--- src/rtl/seq_bit_serializer_if.sv ---
// Word-in / bit-out handshake bundle for the serializer.
interface seq_bit_serializer_if #(
  parameter int unsigned WIDTH = 8
);
  logic [WIDTH-1:0] pdata;
  logic             pvalid;
  logic             pready;
  logic             sout;
  logic             sout_valid;
  logic             sout_last;
  logic             busy;
  logic [15:0]      word_cnt;

  modport master (
    output pdata, pvalid,
    input  pready, sout, sout_valid, sout_last, busy, word_cnt
  );

  modport slave (
    input  pdata, pvalid,
    output pready, sout, sout_valid, sout_last, busy, word_cnt
  );
endinterface

--- src/rtl/seq_bit_serializer.sv ---
// Parallel-to-serial front end: accepts WIDTH-bit words on valid/ready and
// streams them one bit per clock toward the sequence detector.
module seq_bit_serializer #(
  parameter int unsigned WIDTH     = 8,
  parameter bit          MSB_FIRST = 1'b1,
  parameter int unsigned GAP       = 0,
  parameter bit          IDLE_BIT  = 1'b0
) (
  input  logic                 clk,
  input  logic                 rst,
  seq_bit_serializer_if.slave  bus
);

  localparam int unsigned      CNT_W    = $clog2(WIDTH);
  localparam logic [CNT_W-1:0] LAST_IDX = CNT_W'(WIDTH - 1);
  localparam logic [7:0]       GAP_LAST = 8'(GAP - 1);

  typedef enum logic [1:0] {IDLE, SHIFT, GAPW} state_e;

  state_e           state_q, state_d;
  logic [WIDTH-1:0] shreg_q, shreg_d;
  logic [CNT_W-1:0] bit_cnt_q, bit_cnt_d;
  logic [7:0]       gap_cnt_q, gap_cnt_d;
  logic [15:0]      word_cnt_q, word_cnt_d;
  logic             sout_q, sout_d;
  logic             sout_valid_q, sout_valid_d;
  logic             sout_last_q, sout_last_d;
  logic             busy_q, busy_d;
  logic             pready_c;
  logic             accept_c;

  // The bit on the wire always sits at a fixed end of the shift register.
  function automatic logic head_bit(input logic [WIDTH-1:0] w);
    return MSB_FIRST ? w[WIDTH-1] : w[0];
  endfunction

  function automatic logic [WIDTH-1:0] advance(input logic [WIDTH-1:0] w);
    return MSB_FIRST ? {w[WIDTH-2:0], 1'b0} : {1'b0, w[WIDTH-1:1]};
  endfunction

  // Ready depends only on state so pvalid can never loop back into it.
  always_comb begin
    pready_c = !rst && ((state_q == IDLE) ||
                        ((state_q == SHIFT) && (bit_cnt_q == LAST_IDX) && (GAP == 0)));
    accept_c = bus.pvalid && pready_c;
  end

  always_comb begin
    state_d    = state_q;
    shreg_d    = shreg_q;
    bit_cnt_d  = bit_cnt_q;
    gap_cnt_d  = gap_cnt_q;
    word_cnt_d = word_cnt_q;

    unique case (state_q)
      IDLE: begin
        if (accept_c) begin
          state_d   = SHIFT;
          shreg_d   = bus.pdata;
          bit_cnt_d = '0;
        end
      end
      SHIFT: begin
        if (bit_cnt_q == LAST_IDX) begin
          if (accept_c) begin
            shreg_d   = bus.pdata;
            bit_cnt_d = '0;
          end else if (GAP != 0) begin
            state_d   = GAPW;
            gap_cnt_d = '0;
          end else begin
            state_d = IDLE;
          end
        end else begin
          shreg_d   = advance(shreg_q);
          bit_cnt_d = bit_cnt_q + CNT_W'(1);
        end
      end
      GAPW: begin
        if (gap_cnt_q == GAP_LAST) begin
          state_d = IDLE;
        end else begin
          gap_cnt_d = gap_cnt_q + 8'd1;
        end
      end
      default: state_d = IDLE;
    endcase

    if (accept_c) begin
      word_cnt_d = word_cnt_q + 16'd1;
    end

    // Outputs are registered views of the state being entered.
    sout_valid_d = (state_d == SHIFT);
    sout_d       = (state_d == SHIFT) ? head_bit(shreg_d) : IDLE_BIT;
    sout_last_d  = (state_d == SHIFT) && (bit_cnt_d == LAST_IDX);
    busy_d       = (state_d != IDLE);
  end

  always_ff @(posedge clk or posedge rst) begin
    if (rst) begin
      state_q      <= IDLE;
      shreg_q      <= '0;
      bit_cnt_q    <= '0;
      gap_cnt_q    <= '0;
      word_cnt_q   <= '0;
      sout_q       <= IDLE_BIT;
      sout_valid_q <= 1'b0;
      sout_last_q  <= 1'b0;
      busy_q       <= 1'b0;
    end else begin
      state_q      <= state_d;
      shreg_q      <= shreg_d;
      bit_cnt_q    <= bit_cnt_d;
      gap_cnt_q    <= gap_cnt_d;
      word_cnt_q   <= word_cnt_d;
      sout_q       <= sout_d;
      sout_valid_q <= sout_valid_d;
      sout_last_q  <= sout_last_d;
      busy_q       <= busy_d;
    end
  end

  assign bus.pready     = pready_c;
  assign bus.sout       = sout_q;
  assign bus.sout_valid = sout_valid_q;
  assign bus.sout_last  = sout_last_q;
  assign bus.busy       = busy_q;
  assign bus.word_cnt   = word_cnt_q;

endmodule

--- src/flat_wrapper.sv ---
// flat-port wrapper written by rule: the top's interface ports become plain ports
module seq_bit_serializer_flat 
#(
  parameter int unsigned WIDTH     = 8,
  parameter bit          MSB_FIRST = 1'b1,
  parameter int unsigned GAP       = 0,
  parameter bit          IDLE_BIT  = 1'b0
)
  (clk, rst, bus_pdata, bus_pvalid, bus_pready, bus_sout, bus_sout_valid, bus_sout_last, bus_busy, bus_word_cnt);
  seq_bit_serializer_if #(.WIDTH(WIDTH)) bus_i ();
  input  logic clk;
  input  logic rst;
  input wire logic [$bits(bus_i.pdata)-1:0] bus_pdata;
  input wire logic [$bits(bus_i.pvalid)-1:0] bus_pvalid;
  output wire logic [$bits(bus_i.pready)-1:0] bus_pready;
  output wire logic [$bits(bus_i.sout)-1:0] bus_sout;
  output wire logic [$bits(bus_i.sout_valid)-1:0] bus_sout_valid;
  output wire logic [$bits(bus_i.sout_last)-1:0] bus_sout_last;
  output wire logic [$bits(bus_i.busy)-1:0] bus_busy;
  output wire logic [$bits(bus_i.word_cnt)-1:0] bus_word_cnt;
  assign bus_i.pdata = bus_pdata;
  assign bus_i.pvalid = bus_pvalid;
  assign bus_pready = bus_i.pready;
  assign bus_sout = bus_i.sout;
  assign bus_sout_valid = bus_i.sout_valid;
  assign bus_sout_last = bus_i.sout_last;
  assign bus_busy = bus_i.busy;
  assign bus_word_cnt = bus_i.word_cnt;
  seq_bit_serializer #(.WIDTH(WIDTH), .MSB_FIRST(MSB_FIRST), .GAP(GAP), .IDLE_BIT(IDLE_BIT)) u_core (.clk(clk), .rst(rst), .bus(bus_i));
endmodule
--- config.mk ---
export PLATFORM = sky130hd
export DESIGN_NAME = seq_bit_serializer_flat
export DESIGN_NICKNAME = d
export VERILOG_FILES = /design/src/rtl/seq_bit_serializer_if.sv /design/src/rtl/seq_bit_serializer.sv /design/src/flat_wrapper.sv
export SDC_FILE = /design/constraint.sdc
export NUM_CORES = 1
export LEC_CHECK = 0
export CAP_MARGIN = 20
export CORE_MARGIN = 2
export CORE_UTILIZATION = 51
export DETAILED_ROUTE_END_ITERATION = 8
export GPL_TIMING_DRIVEN = 0
export PLACE_DENSITY = 0.78
export SLEW_MARGIN = 5
export SYNTH_ARGS = -nofsm -noshare
export SYNTH_HDL_FRONTEND = slang
export SYNTH_SLANG_ARGS = --single-unit
--- constraint.sdc ---
create_clock -name clk -period 2.5 [get_ports clk]
set_clock_uncertainty 0.15 [all_clocks]
set_input_delay 0.75 -clock clk [delete_from_list [all_inputs] [get_ports clk]]
set_output_delay 0.75 -clock clk [all_outputs]
set_load 0.01 [all_outputs]
* After elaboration in Yosys (flattened, before gate mapping)
Index checks and enable logic that the tools add are counted.
** Storage, ports and cells
- Register bits after elaboration :: 41
- Bits in latches :: 0
- Bits in writable memories :: 0
- Bits in read-only memories :: 0
- Input bits :: 11
- Output and inout port bits :: 21
- Memories :: 0
** Cells by class
- Add/subtract/negate cells :: 3
- Multiply operators :: 0
- Div/mod/pow operators :: 0
- Magnitude comparators :: 0
- Eq/ne operators :: 6
- Shift-type cells :: 0
- Muxes and demuxes :: 12
- Bitwise operators :: 1
- Reductions and logical operators :: 10
** Operator list (number)
- 16-bit by 1-bit adder with 16-bit output, second input constant :: 1
- 8-bit two-way mux :: 2
- 8-bit case mux with 2 select lines :: 1
- 8-bit by 1-bit adder with 8-bit output, second input constant :: 1
- 8-bit equality test, second input constant :: 1
- 2-bit two-way mux :: 4
- 3-bit equality test, second input constant :: 2
- 3-bit two-way mux :: 2
- 2-bit case mux with 3 select lines :: 1
- 3-bit case mux with 2 select lines :: 1
- 2-bit by 1-bit equality test with 1-bit output, second input constant :: 2
- 1-bit logical AND :: 4
- 2-bit nonzero test :: 2
- 3-bit by 1-bit adder with 3-bit output, second input constant :: 1
- 2-bit equality test, second input constant :: 1
- 2-bit zero test :: 1
- 2-bit AND reduction :: 1
- 1-bit zero test :: 1
- 1-bit logical OR :: 1
- 1-bit two-way mux :: 1
- 1-bit inverter :: 1

* Logic depth before layout (Yosys ltp)
Gate-level depths: netlist of the first run.
- Depth in word-level cells :: 10
- Gate-level depth with buffers :: 7
- Gate-level depth less buffers :: 6

* Least setup slack after synthesis of the first run
No wires, ideal clock.
- Kind :: input-to-reg
- From :: input port rst
- To :: register u_core.sout_q, in the netlist u_core.bus.sout
- Arrival time :: 1.928 ns
- Setup slack :: 0.343 ns
- Stages :: 3
- Buffers on the path :: 0
- Path through :: inv_1 -> nand4_1 -> a21oi_1
** On the way
- Word-level cells in the longest chain between the ends :: 8
- Elaborated cells on any way between the ends :: 12
- Those cells by class :: 1 x eq/ne; 8 x mux; 3 x reduce/logical
** RTL lines
- start, declared :: RTL line flat_wrapper.sv:12 : input logic rst;
- 1-bit zero test (no source line) (*)
- 1-bit logical AND (*) :: RTL line seq_bit_serializer.sv:43 : pready_c = !rst && ((state_q == IDLE) ||
- 1-bit logical AND (*) :: RTL line seq_bit_serializer.sv:45 : accept_c = bus.pvalid && pready_c;
- 2-bit two-way mux :: RTL line seq_bit_serializer.sv:65 : if (accept_c) begin
- 2-bit two-way mux :: RTL line seq_bit_serializer.sv:64 : if (bit_cnt_q == LAST_IDX) begin
- 2-bit case mux with 3 select lines :: RTL line seq_bit_serializer.sv:55 : unique case (state_q)
- 2-bit by 1-bit equality test with 1-bit output :: RTL line seq_bit_serializer.sv:95 : sout_d = (state_d == SHIFT) ? head_bit(shreg_d) : IDLE_BIT;
- 1-bit two-way mux (*) :: RTL line seq_bit_serializer.sv:95
- named net u_core.sout_d :: RTL line seq_bit_serializer.sv:25 : logic sout_q, sout_d;
- end signal, assigned :: RTL line seq_bit_serializer.sv:117 : sout_q <= sout_d;
- end, declared :: RTL line seq_bit_serializer.sv:25
The timed path passes the listed nets; every way through them passes the cells marked *.
A chain may end at the register's enable or synchronous reset.

* Final worst setup path of the first run
- From :: input port rst
- To :: output port bus_pready
** On the way
- Word-level cells in the longest chain between the ends :: 2
** RTL lines
- 1-bit zero test (no source line)
- 1-bit logical AND :: RTL line seq_bit_serializer.sv:43
- end, declared :: RTL line flat_wrapper.sv:15 : output wire logic [$bits(bus_i.pready)-1:0] bus_pready;
Every way passes these cells.

==> results.toml, run 1 <==
[timing]
worst_pin_slew_ns = 0.828
tns_ns = 0
finalSetupViolCount = 0
min_period_over_period_pct = 96.9
maxSlewViolCount = 0
period_needed_ns = 2.42
slew_headroom_pct = 44.7
rsz0062_at_grt = "no"
hold_violations = 0
fmax_mhz = 413

[hold_path]
worstHoldPathCells = 1
hp-class = "reg2reg"

[setup_path]
path_class = "in2out"
cpLargestDelayFamily = "buffers and inverters"
cp_slowest_stage_delay_ns = 0.35
path_max_fanout = 5
end_kind = "output pin"
critPathBufInv = 2
arrival_ns = 1.52
crit_path_start_kind = "input port"
cp.depth = 3
reg2regPathDepth = 7
worstPathCellList = "dlygate4sd2_1 > nor3_4 > buf_2"
crit_slowest_cell = "dlygate4sd2_1"
critPathRequiredTime_ns = 1.60

[logic_synthesis]
syn_nets = 166
netlist_area_sq_mm = 0.00180
synthArstFlopShare_pct = 100
syn_avg_cell_area_sq_um = 11.9
yosys_register_bits = 40
synth_edf_count = 0
seq_area_frac_synth_pct = 55.6
yosys.cell_types.count = 35
yosys_warnings = 0
synth_flop_cell = "dfrtp_1"
synth_cells = 151

[clock_network]
clk_latency_ns = 0.35
cts_hold_buf = 0
cts_tree = "yes"
clk_pin_slew_ns = 0.11
ctsLongestPathBuffers = 2
cts_buffers = 5
cts_sinks = 40
h-tree-depth = 2
cts_root_buffer = "clkbuf_4"

[drt]
antenna_left = 0
vias = 1311
drt_pass1_iterations = 5
wire_per_inst_um = 14.3
drt_iter0_drc = 51
vias_per_cell = 5.44
drt_wl_total_um = 3450
drc = 0

[grt]
grt.overflow.total = 0
grt_pass1_vias = 1312
antenna_found_initial = 0
grt_usage_pct = 19.4
grt_max_degree = 42
grt_pass1_wl_um = 5890

[final_layout]
drive_gt1_share_pct = 14.9
final.fill_count = 290
diodes = 0
fin_area_sq_mm = 0.00227
layout_common_cells = "dfrtp_1 (40), clkdlybuf4s50_1 (29), nand2_1 (20), xnor2_1 (18)"
mostFrequentLayoutCell = "dfrtp_1"
syn2layout_area_growth_pct = 26.1
layout.nets = 209

[place]
port_buffers = 31
placed_cell_area_sq_mm = 0.00217
place_congestion = 0.705
dp_hpwl_um = 2400

[outcome]
status = "finished clean"

[power]
power.leakage_uw = 0.000993
finalPower_uw = 1950
power_density_mw_per_mm2 = 860
ir_drop_v = 0.000564

[floorplanning]
die_w_um = 63.4
rows = 21
ios = 32
core_area_sq_mm = 0.00336
die_area_sq_mm = 0.00402
start_util_pct = 53.5
die_y_um = 63.4

[job]
drv_cap = 0
logic make-up after synthesis:
kind of cell | synth area share (%)
adders and majority gates | 2.78
and+or+nand+nor | 19.2
DFF | 55.6
muxes | 2.50
xor gates and xnor gates | 9.74
AOI/OAI and AO/OA | 7.51
buffers and inverters | 2.64
flip-flops by register name, summed over array words and instances (netlist names):
name / flops
u_core.gap_cnt_q: 8
u_core.bus.sout_valid: 1
u_core.bit_cnt_q: 3
u_core.shreg_q: 7
u_core.bus.sout: 1
u_core.bus.word_cnt: 16
u_core.bus.busy: 1
u_core.bus.sout_last: 1
u_core.state_q: 2
through the flow:
step	utilization [%]	cells	worst slack, ns	hold slack (ns)
after floorplan	-	151	0.343	0.305
after global placement	64.4	228	-0.758	0.312
after detailed placement	64.4	228	-0.605	0.322
after global routing	67.4	241	0.00490	0.349
final	67.4	241	0.0768	0.336
after CTS	67.0	240	0.0233	0.339
worst register-to-register path, delay by kind of cell, from the launching register on:
| family | cells | cell delay (ns) |
|---|---|---|
| simple gates | 3 | 0.68 |
| buf+inv | 1 | 0.17 |
| fa+ha+maj | 2 | 0.35 |
| flops | 1 | 0.37 |
| xor+xnor | 1 | 0.21 |
path summary, 6_finish.rpt:
check,start,end,slack (ns)
setup / recovery,rst,bus_pready,0.08
min in group asynchronous,rst,u_core.gap_cnt_q[7],0.71
setup reg to reg,u_core.bit_cnt_q[1],u_core.bus.word_cnt[9],0.50
hold / removal,u_core.bus.word_cnt[15],u_core.bus.word_cnt[15],0.34
max in group asynchronous,rst,u_core.bus.sout_valid,0.96
hold reg to reg,u_core.bus.word_cnt[15],u_core.bus.word_cnt[15],0.34
power by group:
group / internal [uW] / total, uW / leakage (uW) / switching, uW
Sequential: 787 / 895 / 0.000531 / 108
Combinational: 390 / 718 / 0.000429 / 329
Clock: 139 / 337 / 0.0000326 / 198
synth_stat cells, drive strengths merged, types with 3 or more instances:
cell / number / area share [%]
dfrtp: 40 / 56
nand2: 20 / 4.2
xnor2: 18 / 8.8
nand3: 7 / 1.9
nand4: 7 / 2.4
a22oi: 6 / 2.5
o21ai: 6 / 1.7
inv: 5 / 1.0
ha: 4 / 2.8
mux2: 4 / 2.5
and3: 3 / 1.0
and4: 3 / 1.6
buf: 3 / 1.3
nand2b: 3 / 1.0
nor2: 3 / 0.63
final cells by class:
type                    instances  area (sq um)  share of cell area [%]
flip-flops and latches         40          1000                    44.1
multi-input cells             102           766                    33.8
repair buffers                 37           349                    15.4
clock buffers                   8          58.8                    2.59
well taps                      46          57.6                    2.54
inverters                       5          18.8                   0.827
plain buffers                   3          17.5                   0.772
what timing repair did:
action / CTS / global route
pin swaps: 0 / 1
setup buffers: 4 / 2
gates cloned: 0 / 0
gates resized for setup: 6 / 2
endpoints found under the setup margin: 1 / 1
routing by layer:
metal | vias up | wire length [um] | global-route usage (%) | share of wire [%]
met5 | - | 0 | 0 | 0
met4 | 0 | 101 | 11.4 | 2.9
met3 | 10 | 132 | 3.75 | 3.8
met2 | 36 | 1760 | 33.6 | 51
met1 | 650 | 1460 | 22.1 | 42
li1 | 615 | - | - | -
Power figures use the tool's default switching activity.
==> run 2: changes to the inputs <==
--- a/config.mk
+++ b/config.mk
@@ -6,11 +6,14 @@
 export NUM_CORES = 1
 export LEC_CHECK = 0
 export CAP_MARGIN = 20
+export CELL_PAD_IN_SITES_DETAIL_PLACEMENT = 1
+export CELL_PAD_IN_SITES_GLOBAL_PLACEMENT = 2
 export CORE_MARGIN = 2
-export CORE_UTILIZATION = 51
+export CORE_UTILIZATION = 34
+export CTS_CLUSTER_SIZE = 8
 export DETAILED_ROUTE_END_ITERATION = 8
 export GPL_TIMING_DRIVEN = 0
-export PLACE_DENSITY = 0.78
+export PLACE_DENSITY_LB_ADDON = 0.1
 export SLEW_MARGIN = 5
 export SYNTH_ARGS = -nofsm -noshare
 export SYNTH_HDL_FRONTEND = slang
==> run 2 against run 1 <==
Effect of this change: design area is 3.9% higher; core utilization is 21 points lower; flip-flop and latch count stayed put; first-iteration DRC count is 35% lower; cell count is 9.5% higher; non-clock buffer count is 1 lower; combinational power is 6.0% lower; clock power is 56% higher; hold slack worse by 0.017 ns; sequential power hardly changed; critical path depth is 3 higher; worst setup slack better by 0.029 ns.
==> results.toml, run 2 (synthesis results as in run 1) <==
[grt]
antenna_found_initial = 0
grt_max_degree = 23
grt_usage_pct = 14.0
grt_pass1_vias = 1399
grt_pass1_wl_um = 6570
grt.overflow.total = 0

[setup_path]
arrival_ns = 1.49
critPathRequiredTime_ns = 1.60
path_class = "reg2out"
end_kind = "output pin"
crit_path_start_kind = "flop"
path_max_fanout = 3

[timing]
period_needed_ns = 2.39
slew_headroom_pct = 65.3
hold_violations = 0
fmax_mhz = 418
rsz0062_at_grt = "no"
maxSlewViolCount = 0
finalSetupViolCount = 0
postLayoutSetupSlackWorst_ns = 0.106
holdWs_ns = 0.319
worst_pin_slew_ns = 0.517
min_period_over_period_pct = 95.8

[power]
clkPwrFrac_pct = 25.1
power_density_mw_per_mm2 = 888
seq_power_share_pct = 42.6
finalPower_uw = 2090
switchingPower_uw = 645
power_frac_comb_pct = 32.2
power.leakage_uw = 0.00102
p_int_uw = 1450
ir_drop_v = 0.000536
swShare_pct = 30.8

[final_layout]
drive_gt1_share_pct = 15.5
syn2layout_area_growth_pct = 31.0
final.fill_count = 575
layout.nets = 208
diodes = 0
layout_common_cells = "dfrtp_1 (40), clkdlybuf4s50_1 (29), nand2_1 (20), xnor2_1 (18)"
mostFrequentLayoutCell = "dfrtp_1"
finalNonFillerCells = 264
largest_reg_flops = 16

[drt]
antenna_left = 0
drt_pass1_iterations = 4
drt_wl_total_um = 3690
drc = 0
vias = 1261
vias_per_cell = 4.78
wire_per_inst_um = 14.0
drt_iter0_drc = 33

[floorplanning]
start_util_pct = 35.2
die_area_sq_mm = 0.00589
die_w_um = 76.7
die_y_um = 76.7
ios = 32
rows = 26
core_area_sq_mm = 0.00511

[clock_network]
ctsLongestPathBuffers = 2
cts_sinks = 40
cts_hold_buf = 0
clk_pin_slew_ns = 0.08
cts_tree = "yes"
cts_buffers = 5
clk_latency_ns = 0.29
h-tree-depth = 2
cts_root_buffer = "clkbuf_8"

[place]
dp_hpwl_um = 2720
placed_cells = 253
place_congestion = 0.735
dpl_worst_slack_ns = -0.592
port_buffers = 31

[hold_path]
hp-class = "reg2reg"

[outcome]
status = "finished clean"

[job]
drv_cap = 0
run 2: worst max-delay path: stages, from the launching register on:
cell,delay (ns)
dfrtp_1,0.39
ha_1,0.21
ha_2,0.19
nor2b_4,0.12
buf_6,0.11
nor3_4,0.04
buf_2,0.14
run 2: layout make-up:
class,instances,area (sq um),area share [%]
sequential,40,1000,42.5
multi-input combinational,102,753,32.0
timing repair buffer,35,357,15.1
tap,70,87.6,3.72
clock buffer,5,68.8,2.92
clock inverter,3,42.5,1.80
buffer,4,28.8,1.22
inverter,5,18.8,0.796
run 2: per-stage QoR:
stage	instance area [sq um]	TNS, ns	utilization, %
5_1_grt	2360	0	46.2
2_1_floorplan	1800	0	-
6_report	2360	0	46.2
3_3_place_gp	2200	-22.39	43.0
3_5_place_dp	2220	-0.998	43.6
4_1_cts	2360	0	46.3
run 2: worst paths after layout:
path                                               from                       to  slack (ns)  cells after the start
worst max-delay path                u_core.bit_cnt_q[0]               bus_pready        0.11                      6
worst min-delay path            u_core.bus.word_cnt[15]  u_core.bus.word_cnt[15]        0.32                      1
worst max register to register      u_core.bit_cnt_q[0]   u_core.bus.word_cnt[5]        0.40                      8
worst min register to register  u_core.bus.word_cnt[15]  u_core.bus.word_cnt[15]        0.32                      1
max in group asynchronous                           rst        u_core.shreg_q[0]        1.22                      3
min in group asynchronous                           rst        u_core.shreg_q[6]        0.52                      2
run 2: power groups by stage:
stage | sequential [uW] | clock (uW) | combinational, uW
6_report | 893 | 527 | 675
5_1_grt | 917 | 574 | 749
4_1_cts | 896 | 550 | 697
3_5_place_dp | 909 | 0 | 645
3_3_place_gp | 898 | 0 | 615
2_1_floorplan | 912 | 0 | 364
run 2: layer usage:
layer | GRT usage [%] | vias up | share of wire [%]
met3 | 4.35 | 7 | 5.5
met2 | 23.2 | 26 | 49
met4 | 6.00 | 0 | 1.8
li1 | - | 612 | -
met5 | 0 | - | 0
met1 | 16.8 | 616 | 44
run 2: repair_timing:
| action | in CTS | in global routing |
|---|---|---|
| pin swaps | 0 | 0 |
| gates resized for setup | 7 | 1 |
| setup buffers | 3 | 0 |
| endpoints found under the setup margin | 1 | 1 |
